File: config.mk
export PLATFORM = sky130hd
export DESIGN_NAME = fifo_beat_serializer
export DESIGN_NICKNAME = d
export VERILOG_FILES = /design/src/rtl/echo_pkg.sv /design/src/rtl/fifo_beat_serializer.sv
export SDC_FILE = /design/constraint.sdc
export NUM_CORES = 1
export LEC_CHECK = 0
export ABC_AREA = 1
export CAP_MARGIN = 0
export CORE_MARGIN = 2
export CORE_UTILIZATION = 45
export DETAILED_ROUTE_END_ITERATION = 10
export DONT_BUFFER_PORTS = 1
export PLACE_DENSITY_LB_ADDON = 0.12
export SETUP_SLACK_MARGIN = 0.1
export SLEW_MARGIN = 40
export SYNTH_ARGS = -nofsm -noshare
export SYNTH_HDL_FRONTEND = slang
export SYNTH_SLANG_ARGS = --single-unit
File: constraint.sdc
create_clock -name CLK -period 2.1 [get_ports CLK]
set_clock_uncertainty 0.15 [all_clocks]
set_input_delay 0.105 -clock CLK [delete_from_list [all_inputs] [get_ports CLK]]
set_output_delay 0.105 -clock CLK [all_outputs]
set_load 0.01 [all_outputs]
File: src/rtl/echo_pkg.sv
// Shared definitions for the echo FIFO output stage: the serializer FSM encoding
// and the beat-index sizing used by fifo_beat_serializer.
package echo_pkg;

  typedef enum logic {
    IDLE = 1'b0,
    SEND = 1'b1
  } state_t;

  // A single-beat word still needs a one-bit beat index.
  function automatic int idx_width(input int n);
    return (n > 1) ? $clog2(n) : 1;
  endfunction

  localparam int DEF_DATA_WIDTH = 128;
  localparam int DEF_BEAT_WIDTH = 32;
  localparam int NBEATS         = DEF_DATA_WIDTH / DEF_BEAT_WIDTH;
  localparam int BEAT_IDX_W     = idx_width(NBEATS);

endpackage

File: src/rtl/fifo_beat_serializer.sv
// Pops wide words from the upstream FIFO and replays them as narrow beats,
// least-significant beat first, with zero-bubble reload and a completed-word counter.
module fifo_beat_serializer
  import echo_pkg::*;
#(
  parameter int DATA_WIDTH = 128,
  parameter int BEAT_WIDTH = 32,
  parameter int CNT_WIDTH  = 16
) (
  input  logic                  CLK,
  input  logic                  nRST,
  input  logic [DATA_WIDTH-1:0] in_first,
  input  logic                  in_first__RDY,
  output logic                  in_deq__ENA,
  input  logic                  in_deq__RDY,
  output logic                  out_enq__ENA,
  output logic [BEAT_WIDTH-1:0] out_enq_v,
  output logic                  out_enq_last,
  input  logic                  out_enq__RDY,
  output logic [CNT_WIDTH-1:0]  words_sent
);

  localparam int NB  = DATA_WIDTH / BEAT_WIDTH;
  localparam int BIW = idx_width(NB);
  localparam logic [BIW-1:0] LAST_BEAT = BIW'(NB - 1);

  state_t                  state;
  state_t                  state_next;
  logic [DATA_WIDTH-1:0]   shreg;
  logic [BIW-1:0]          beat;
  logic                    busy;
  logic                    last_xfer;
  logic                    load;

  assign busy = (state == SEND);

  always_ff @(posedge CLK or negedge nRST) begin
    if (!nRST) begin
      state <= IDLE;
    end else begin
      state <= state_next;
    end
  end

  always_comb begin
    state_next = state;
    unique case (state)
      IDLE:    if (load) state_next = SEND;
      SEND:    if (last_xfer && !load) state_next = IDLE;
      default: state_next = IDLE;
    endcase
  end

  // Load is gated by nRST so no pop can leak out while reset is held.
  always_comb begin
    out_enq__ENA = busy & out_enq__RDY;
    out_enq_last = busy & (beat == LAST_BEAT);
    out_enq_v    = shreg[BEAT_WIDTH-1:0];
    last_xfer    = out_enq__ENA & out_enq_last;
    load         = nRST & in_first__RDY & in_deq__RDY & (~busy | last_xfer);
    in_deq__ENA  = load;
  end

  always_ff @(posedge CLK or negedge nRST) begin
    if (!nRST) begin
      shreg      <= '0;
      beat       <= '0;
      words_sent <= '0;
    end else begin
      if (load) begin
        shreg <= in_first;
        beat  <= '0;
      end else if (out_enq__ENA && !out_enq_last) begin
        shreg <= shreg >> BEAT_WIDTH;
        beat  <= beat + BIW'(1);
      end
      if (last_xfer) begin
        words_sent <= words_sent + CNT_WIDTH'(1);
      end
    end
  end

endmodule
# After elaboration in Yosys (flattened, before gate mapping)
# Cells that the tools add are included.
dict set report classes {
  addsub 2
  n_eq_ne 1
  muxes 7
  n_bitwise 8
  reduce_logical 5
}
# op n
set op_table {}
lappend op_table {{$mux W128} 2}
lappend op_table {{$add A16 B1 Y16 const B} 1}
lappend op_table {{$and A1 B1 Y1} 6}
lappend op_table {{$mux W2} 2}
lappend op_table {{$add A2 B1 Y2 const B} 1}
lappend op_table {{$eq A2 B2 Y1 const B} 1}
lappend op_table {{$logic_and A1 B1 Y1} 2}
lappend op_table {{$logic_not A1 Y1} 2}
lappend op_table {{$mux W1} 2}
lappend op_table {{$pmux W1 S2} 1}
lappend op_table {{$reduce_bool A2 Y1} 1}
lappend op_table {{$not A1 Y1} 1}
lappend op_table {{$or A1 B1 Y1} 1}
dict set report word_totals {
  reg_bits 147
}

# Longest topological paths before layout
# Gate-level depths: netlist (run 1).
dict set report logic_depth {
  word_depth 9
  mapped_depth 10
}

# Least setup slack after synthesis (run 1)
# No wires, ideal clock.
dict set report synth_timing {
  path_kind {register -> register}
  start {register beat[0]}
  end {register shreg[73]}
  setup_ps 120
  t_arrival_ps 1579
  setup_slack_ps 250
  path_stages_with_launch 10
  period_less_slack_ps 1850
  path_cell_list {dfrtp_1 > ha_1 > nand3_1 > buf_2 > a21o_1 > buf_2 > buf_2 > nand2_1 > o21ai_1 > nand2_1}
}
dict set report synth_between {
  elab_chain_len 6
}
# item line_no
set synth_lines {}
lappend synth_lines {{start: declaration} fifo_beat_serializer.sv:30} ;# logic [BIW-1:0] beat;
lappend synth_lines {{start signal: assignment} fifo_beat_serializer.sv:75} ;# beat <= beat + BIW'(1);
lappend synth_lines {{$eq A2 B2 Y1 *} fifo_beat_serializer.sv:57} ;# out_enq_last = busy & (beat == LAST_BEAT);
lappend synth_lines {{$and A1 B1 Y1 *} fifo_beat_serializer.sv:57}
lappend synth_lines {{$and A1 B1 Y1} fifo_beat_serializer.sv:59} ;# last_xfer = out_enq__ENA & out_enq_last;
lappend synth_lines {{$or A1 B1 Y1} fifo_beat_serializer.sv:60} ;# load = nRST & in_first__RDY & in_deq__RDY & (~busy | last_xfer);
lappend synth_lines {{$and A1 B1 Y1} fifo_beat_serializer.sv:60}
lappend synth_lines {{$mux W128 or $reduce_bool A2 Y1 (tied branches)} -}
lappend synth_lines {{end signal: assignment} fifo_beat_serializer.sv:71} ;# shreg <= in_first;
lappend synth_lines {{end signal: assignment} fifo_beat_serializer.sv:74} ;# shreg <= shreg >> BEAT_WIDTH;
lappend synth_lines {{end: declaration} fifo_beat_serializer.sv:29} ;# logic [DATA_WIDTH-1:0] shreg;
# Every way passes the cells marked *; elsewhere a longest branch is shown, timed or not.
# A chain may end at the register's enable or synchronous reset.

# Worst setup path after layout (run 1)
dict set report layout_timing {
  start {register beat[0]}
  end {output in_deq__ENA}
}
dict set report layout_between {
  elab_chain_len 5
}
# item line_no
set layout_lines {}
lappend layout_lines {{$eq A2 B2 Y1} fifo_beat_serializer.sv:57}
lappend layout_lines {{$and A1 B1 Y1} fifo_beat_serializer.sv:57}
lappend layout_lines {{$and A1 B1 Y1} fifo_beat_serializer.sv:59}
lappend layout_lines {{$or A1 B1 Y1} fifo_beat_serializer.sv:60}
lappend layout_lines {{$and A1 B1 Y1} fifo_beat_serializer.sv:60}
lappend layout_lines {{end: declaration} fifo_beat_serializer.sv:14} ;# output logic in_deq__ENA,
# Every way passes these cells.

==> out/results.md, run 1 <==
### Hold path
* class of the tightest hold or removal check: in -> async

### STA
* setup repair after global routing missed its margin: yes
* Final Critical Period: 1910 ps
* Setup violations, final: 0
* final setup margin: 194 ps
* maximum clock frequency: 0.525 GHz
* Max transition margin: 76.8%
* share of the clock period used by the worst path after layout: 90.8%
* final count of pins violating max slew: 0
* Worst Hold Margin: -771 ps
* slew of the pin with the lowest slew margin: 345 ps
* Setup TNS: 0 ps
* final count of hold timing violations: 147

### Global routing
* met3 demand-to-capacity share in global routing: 5.40%
* met2 routing resource usage after global routing: 36.1%
* GRT Resource Usage Total: 22.9%
* global-route wire length before repair: 29400 um
* pin count of the biggest net entering global routing: 149
* number of antenna violations at the first check in global routing: 0
* vias in the first global route: 5947
* Congestion Overflow GR: 0
* met1 usage in global routing: 31.3%
* most heavily used metal layer in global routing: met2

### Logic synthesis
* yosys warns: 0
* net count after synthesis: 1012
* number of instances in the synthesized netlist: 877
* count of unique library cells instantiated by Yosys: 20
* number of flip-flops and latches in the synthesized netlist: 147
* sequential area share after synthesis: 54.0%
* Post-Syn Area per Cell: 7.77 sq um
* post-synth design cell area: 6810 sq um

### CTS
* H-tree depth reported by CTS: 4
* clock tree from TritonCTS: yes
* clock transition at the registers of the reported paths: 60 ps
* library cell used as clock root buffer: sky130_fd_sc_hd__clkbuf_16
* TritonCTS buffer count: 17
* number of clock sinks seen by CTS: 147
* number of buffers on the longest clock path: 2
* number of buffers added to fix hold violations after cts: 132
* latest clock arrival within the worst-skew pair: 420 ps

### Finish
* nets: 1106
* leading cell type in the layout, fill and taps excluded: sky130_fd_sc_hd__nand2_1
* layout cell share with drive strength beyond 1: 5.60%
* Area Overhead vs Synth: 29.8%
* number of inserted filler cells in the final layout: 1286
* ant diodes: 0
* FF+latch area: 3680 sq um
* number of cells in the finished layout apart from fillers: 1166
* multi-input logic area: 2600 sq um
* most frequent cells in the layout: sky130_fd_sc_hd__nand2_1 (401), sky130_fd_sc_hd__dfrtp_1 (147), sky130_fd_sc_hd__dlygate4sd3_1 (132)

### Worst setup path
* Critical Path Fanout Max: 3
* Critical-path top delay cell: sky130_fd_sc_hd__dfrtp_1
* Critical Setup Path Class: reg -> out
* buffer and inverter count on the worst path: 2
* startpoint kind of the worst setup timing path: flip-flop
* data arrival time of the worst path: 1650 ps
* Worst Path Required: 1850 ps
* Top Family by Delay on Critical Path: flip-flops
* element type at the critical path end: output pin
* slowest cell delay on critical path: 370 ps
* cell-by-cell trace of the critical path: ha_2 > nand3_2 > a21oi_4 > buf_12 > buf_4

### Status
* violated checks: negative hold slack
* result of the run: finished with violations

### Routing
* vias after detailed routing: 5880
* DRC viols: 0
* Detailed Routing Iterations Pass 1: 5
* number of nets with antenna violations after detailed routing: 0
* post-detailed-route via-to-cell ratio: 5.04
* detailed-route wire length per cell: 15.2 um
* initial DRC count: 503
* total wire length: 17700 um

### Die
* area of the core: 14600 sq um
* chip height: 127 um
* die area: 16100 sq um
* number of top-level pins: 184
* chip width: 127 um
* initial cell density of the core: 46.5%
* count of standard-cell rows: 44

### Placed design
* Port Buffers: 0
* total placed cells including tap cells: 999
* Post-Place Setup Slack: 165 ps
* HPWL Detailed: 10800 um
* final RePlAce weighted congestion: 0.811

### Power and ir drop
* areal power density over the cells: 1150 nW/um^2
* PnR Total Power: 10200 uW
* maximum vdd ir drop: 0.000639 V
* leakage power total: 0.00456 uW

### Run
* number of max-capacitance violations reported: 0

[final timing paths]
| check | start | endpoint | slack [ps] | cells after the start |
|---|---|---|---|---|
| min in group CLK | out_enq__RDY | shreg[4]$_DFFE_PN0P_ | 120 | 5 |
| hold / removal | nRST | shreg[7]$_DFFE_PN0P_ | -770 | 0 |
| setup / recovery | beat[0]$_DFFE_PN0P_ | in_deq__ENA | 190 | 5 |
| setup reg to reg | beat[0]$_DFFE_PN0P_ | shreg[66]$_DFFE_PN0P_ | 200 | 8 |
| hold reg to reg | shreg[47]$_DFFE_PN0P_ | shreg[47]$_DFFE_PN0P_ | 330 | 2 |
| max in group asynchronous | nRST | shreg[94]$_DFFE_PN0P_ | 2360 | 0 |
[per-stage QoR]
stage / utilization (%) / instance area [sq um]
4_1_cts: 60.4 / 8840
6_report: 60.4 / 8850
3_3_place_gp: 46.6 / 6820
5_1_grt: 60.4 / 8850
3_5_place_dp: 46.6 / 6820
2_1_floorplan: - / 6810
[per-layer routing]
| metal | vias to the layer above | part of all wire (%) |
|---|---|---|
| met5 | - | 0 |
| met2 | 214 | 46 |
| li1 | 2882 | - |
| met4 | 0 | 1.9 |
| met3 | 31 | 6.5 |
| met1 | 2753 | 45 |
[flip-flops by register name (all words and copies together) (netlist names)]
register and flops:
beat 2, busy 1, shreg 128, words_sent 16
[repair_timing]
| action | in CTS | in global routing |
|---|---|---|
| endpoints found under the hold margin | 279 | 147 |
| gates resized for setup | 2 | 1 |
| setup buffers | 3 | 0 |
| pin swaps | 1 | 0 |
| gates cloned | 2 | 0 |
| setup endpoints to repair | 1 | 8 |
[synth_stat cells, drive strengths merged]
cell / n / area [sq um]
nand2: 401 / 1510
dfrtp: 147 / 3680
o21ai: 84 / 420
nor2: 71 / 274
buf: 59 / 370
nand3: 40 / 200
inv: 36 / 135
clkbuf: 18 / 67.6
xor2: 7 / 61.3
nor3: 4 / 20.0
xnor2: 3 / 26.3
a21oi: 2 / 10.0
ha: 2 / 25.0
nand4: 2 / 12.5
a21o: 1 / 7.51
[cell families (layout without fill, tap and decap cells)]
group / after synthesis / in the layout / share of synthesized area, %
AND/OR/NAND/NOR: 518 / 518 / 29.5
buffers and inverters: 113 / 218 / 8.41
XOR/XNOR: 10 / 10 / 1.29
AO/OA/AOI/OAI: 87 / 87 / 6.43
flip-flops: 147 / 147 / 54.0
adder cells (fa/ha/maj): 2 / 2 / 0.367
[cell type report]
cell class                 count  share of cell area (%)
sequential                   147                    41.6
inverter                      36                    1.53
timing repair buffer         152                    18.1
tap                          184                    2.60
multi-input combinational    617                    29.3
clock buffer                  20                    5.05
clock inverter                10                    1.80
[where the power goes]
part / switching [uW] / total [uW] / internal, uW
logic: 1500 / 2540 / 1050
clock network: 1130 / 3130 / 2000
registers: 721 / 4490 / 3770
Note: power is estimated with default switching activity, not from simulation.
==> run 2, diff against run 1 <==
Settings changed: ABC_AREA 1 to default.
==> run 2 against run 1 <==
Compared with the run above:
- the run still ends with negative hold slack left
- clock-buffer cell count shrank 1
- clock power shrank 8.6%
- cell count shrank 20%
- die area shrank 1.5%
- global-route usage shrank 3.5 points
- power shrank 2.0%
- sequential power grew 2%
- routed wire length shrank 16%
- combinational power is essentially flat
- critical path type is now reg -> reg
- largest power group unchanged
- highest routed layer unchanged
==> out/results.md, run 2 <==
### Placed design
* Port Buffers: 0
* final RePlAce weighted congestion: 0.744
* HPWL Detailed: 9320 um
* Post-Place Setup Slack: 47.2 ps

### Die
* chip width: 126 um
* number of top-level pins: 184
* die area: 15900 sq um
* area of the core: 14500 sq um
* count of standard-cell rows: 44
* chip height: 126 um
* initial cell density of the core: 46.2%

### STA
* final count of hold timing violations: 147
* Setup violations, final: 0
* share of the clock period used by the worst path after layout: 90.9%
* Worst Hold Margin: -779 ps
* Setup TNS: 0 ps
* setup repair after global routing missed its margin: no
* Final Critical Period: 1910 ps
* slew of the pin with the lowest slew margin: 472 ps
* Max transition margin: 68.5%
* maximum clock frequency: 0.524 GHz
* final count of pins violating max slew: 0
* final setup margin: 191 ps

### Logic synthesis
* xor and xnor area share after synthesis: 2.09%
* share of Yosys cell area claimed by the top area cell type: 54.8%
* number of instances in the synthesized netlist: 630
* number of flip-flops and latches in the synthesized netlist: 147
* combinational family with the most area after synthesis: compound AO/OA/AOI/OAI gates
* post-synthesis async set-or-reset flop share: 100%
* net count after synthesis: 765
* count of unique library cells instantiated by Yosys: 31
* area leader, netlist: sky130_fd_sc_hd__dfrtp_1
* share of synthesized area spent on multiplexers: 9.71%
* Post-Syn Area per Cell: 10.7 sq um
* post-synth design cell area: 6710 sq um
* Adder-Cell Fraction of Synth Area: 0.373%
* yosys warns: 0
* area share of and/or/nand/nor cells after synthesis: 9.99%
* Synth area leaders: sky130_fd_sc_hd__dfrtp_1 (55%), sky130_fd_sc_hd__mux2i_1 (9.5%), sky130_fd_sc_hd__nand2_1 (7.8%), sky130_fd_sc_hd__o21ai_0 (4.8%), sky130_fd_sc_hd__buf_4 (4.4%)
* top post-synthesis cells by count: sky130_fd_sc_hd__dfrtp_1 (147), sky130_fd_sc_hd__nand2_1 (139), sky130_fd_sc_hd__o21ai_0 (65), sky130_fd_sc_hd__mux2i_1 (64), sky130_fd_sc_hd__buf_4 (39)
* compound-cell area share of the yosys netlist: 15.1%
* Most used DFF post-synth: sky130_fd_sc_hd__dfrtp_1
* number of synthesized flops with an enable pin: 0
* sequential area share after synthesis: 54.8%
* cell with the most instances after synthesis: sky130_fd_sc_hd__dfrtp_1

### Routing
* post-detailed-route via-to-cell ratio: 5.16
* Detailed Routing Iterations Pass 1: 4
* vias after detailed routing: 4786
* DRC viols: 0
* initial DRC count: 272
* total wire length: 14900 um
* number of nets with antenna violations after detailed routing: 0
* detailed-route wire length per cell: 16.1 um

### Worst setup path
* startpoint kind of the worst setup timing path: flip-flop
* Worst Path Required: 2260 ps
* data arrival time of the worst path: 2070 ps
* element type at the critical path end: flip-flop
* Critical Setup Path Class: reg -> reg
* Critical Path Fanout Max: 31

### Hold path
* class of the tightest hold or removal check: in -> async

### Finish
* Biggest register: shreg
* Area Overhead vs Synth: 28.4%
* most frequent cells in the layout: sky130_fd_sc_hd__dfrtp_1 (147), sky130_fd_sc_hd__nand2_1 (139), sky130_fd_sc_hd__dlygate4sd3_1 (130)
* max reg flops: 128
* ant diodes: 0
* leading registers by flop count: shreg: 128 flops, words_sent: 16 flops, beat: 2 flops
* FF+latch area: 3680 sq um
* number of inserted filler cells in the final layout: 1216
* nets: 865
* multi-input logic area: 2540 sq um
* end-of-flow core utilization: 59.3%
* leading cell type in the layout, fill and taps excluded: sky130_fd_sc_hd__dfrtp_1
* layout cell share with drive strength beyond 1: 8.88%

### CTS
* number of buffers on the longest clock path: 2
* clock tree from TritonCTS: yes
* clock transition at the registers of the reported paths: 60 ps
* H-tree depth reported by CTS: 4
* number of clock sinks seen by CTS: 147
* TritonCTS buffer count: 17
* latest clock arrival within the worst-skew pair: 430 ps
* number of buffers added to fix hold violations after cts: 130
* library cell used as clock root buffer: sky130_fd_sc_hd__clkbuf_16

### Global routing
* vias in the first global route: 4929
* number of antenna violations at the first check in global routing: 0
* Congestion Overflow GR: 0
* global-route wire length before repair: 24800 um
* GRT Resource Usage Total: 19.4%
* pin count of the biggest net entering global routing: 149

### Status
* result of the run: finished with violations
* violated checks: negative hold slack

### Power and ir drop
* leakage power total: 0.00423 uW
* areal power density over the cells: 1160 nW/um^2
* maximum vdd ir drop: 0.000533 V

### Run
* number of max-capacitance violations reported: 0

==> run 2: area by class of cell <==
| class | count | share of cell area [%] |
|---|---|---|
| Multi-Input combinational cell | 407 | 29.5 |
| Clock buffer | 19 | 5.26 |
| Tap cell | 184 | 2.67 |
| Clock inverter | 13 | 1.28 |
| Timing Repair Buffer | 156 | 18.5 |
| Inverter | 1 | 0.0436 |
| Sequential cell | 147 | 42.7 |
==> run 2: logic make-up after synthesis <==
family,after synthesis
AOI/OAI and AO/OA,162
and+or+nand+nor,162
DFF,147
buffers and inverters,76
muxes,65
xor gates and xnor gates,16
adders and majority gates,2
==> run 2: timing repair <==
item                       4_1_cts  5_1_grt
hold endpoints to repair       284      147
pin swaps                        2        1
setup endpoints to repair       33       30
resized for setup                2        2
gates cloned                     0        1
buffers inserted                 1        4
==> run 2: report_power, final <==
| group | switching (uW) | total, uW | internal [uW] |
|---|---|---|---|
| registers | 750 | 4560 | 3810 |
| logic | 1210 | 2550 | 1330 |
| clock network | 1180 | 2860 | 1680 |
| total | 3140 | 9970 | 6830 |
==> run 2: path summary, 6_finish.rpt <==
path / from / to / slack, ps / cells past startpoint
setup reg to reg: beat[0]$_DFFE_PN0P_ / shreg[14]$_DFFE_PN0P_ / 190 / 7
min in group CLK: in_first__RDY / shreg[125]$_DFFE_PN0P_ / 110 / 4
setup / recovery: beat[0]$_DFFE_PN0P_ / shreg[14]$_DFFE_PN0P_ / 190 / 7
max in group asynchronous: nRST / shreg[102]$_DFFE_PN0P_ / 2230 / 0
hold reg to reg: shreg[102]$_DFFE_PN0P_ / shreg[102]$_DFFE_PN0P_ / 360 / 2
hold / removal: nRST / shreg[39]$_DFFE_PN0P_ / -780 / 0
==> run 2: stage by stage <==
step | cell area [sq um] | cells | power [uW]
finish | 8610 | 927 | 9970
global route | 8610 | 927 | 10600
CTS | 8530 | 921 | 9970
detailed placement | 6650 | 758 | 6850
global placement | 6650 | 758 | 6720
floorplan | 6710 | 630 | 6530
==> run 2: metal layers <==
layer  GRT usage (%)  wire length, um  part of all wire [%]
met1            25.9             6810                    46
met2            29.6             6930                    46
met3            6.80              978                   6.5
met4            6.98              226                   1.5
met5               0                0                     0
==> run 2: worst max-delay path, cell delays in order, from the launching register on <==
cell                      delay (ps)
sky130_fd_sc_hd__dfrtp_1         420
sky130_fd_sc_hd__ha_4            190
sky130_fd_sc_hd__nand2_1         130
sky130_fd_sc_hd__a21oi_4         100
sky130_fd_sc_hd__buf_4           150
sky130_fd_sc_hd__buf_4           210
sky130_fd_sc_hd__a22o_1          260
sky130_fd_sc_hd__a21o_1          160
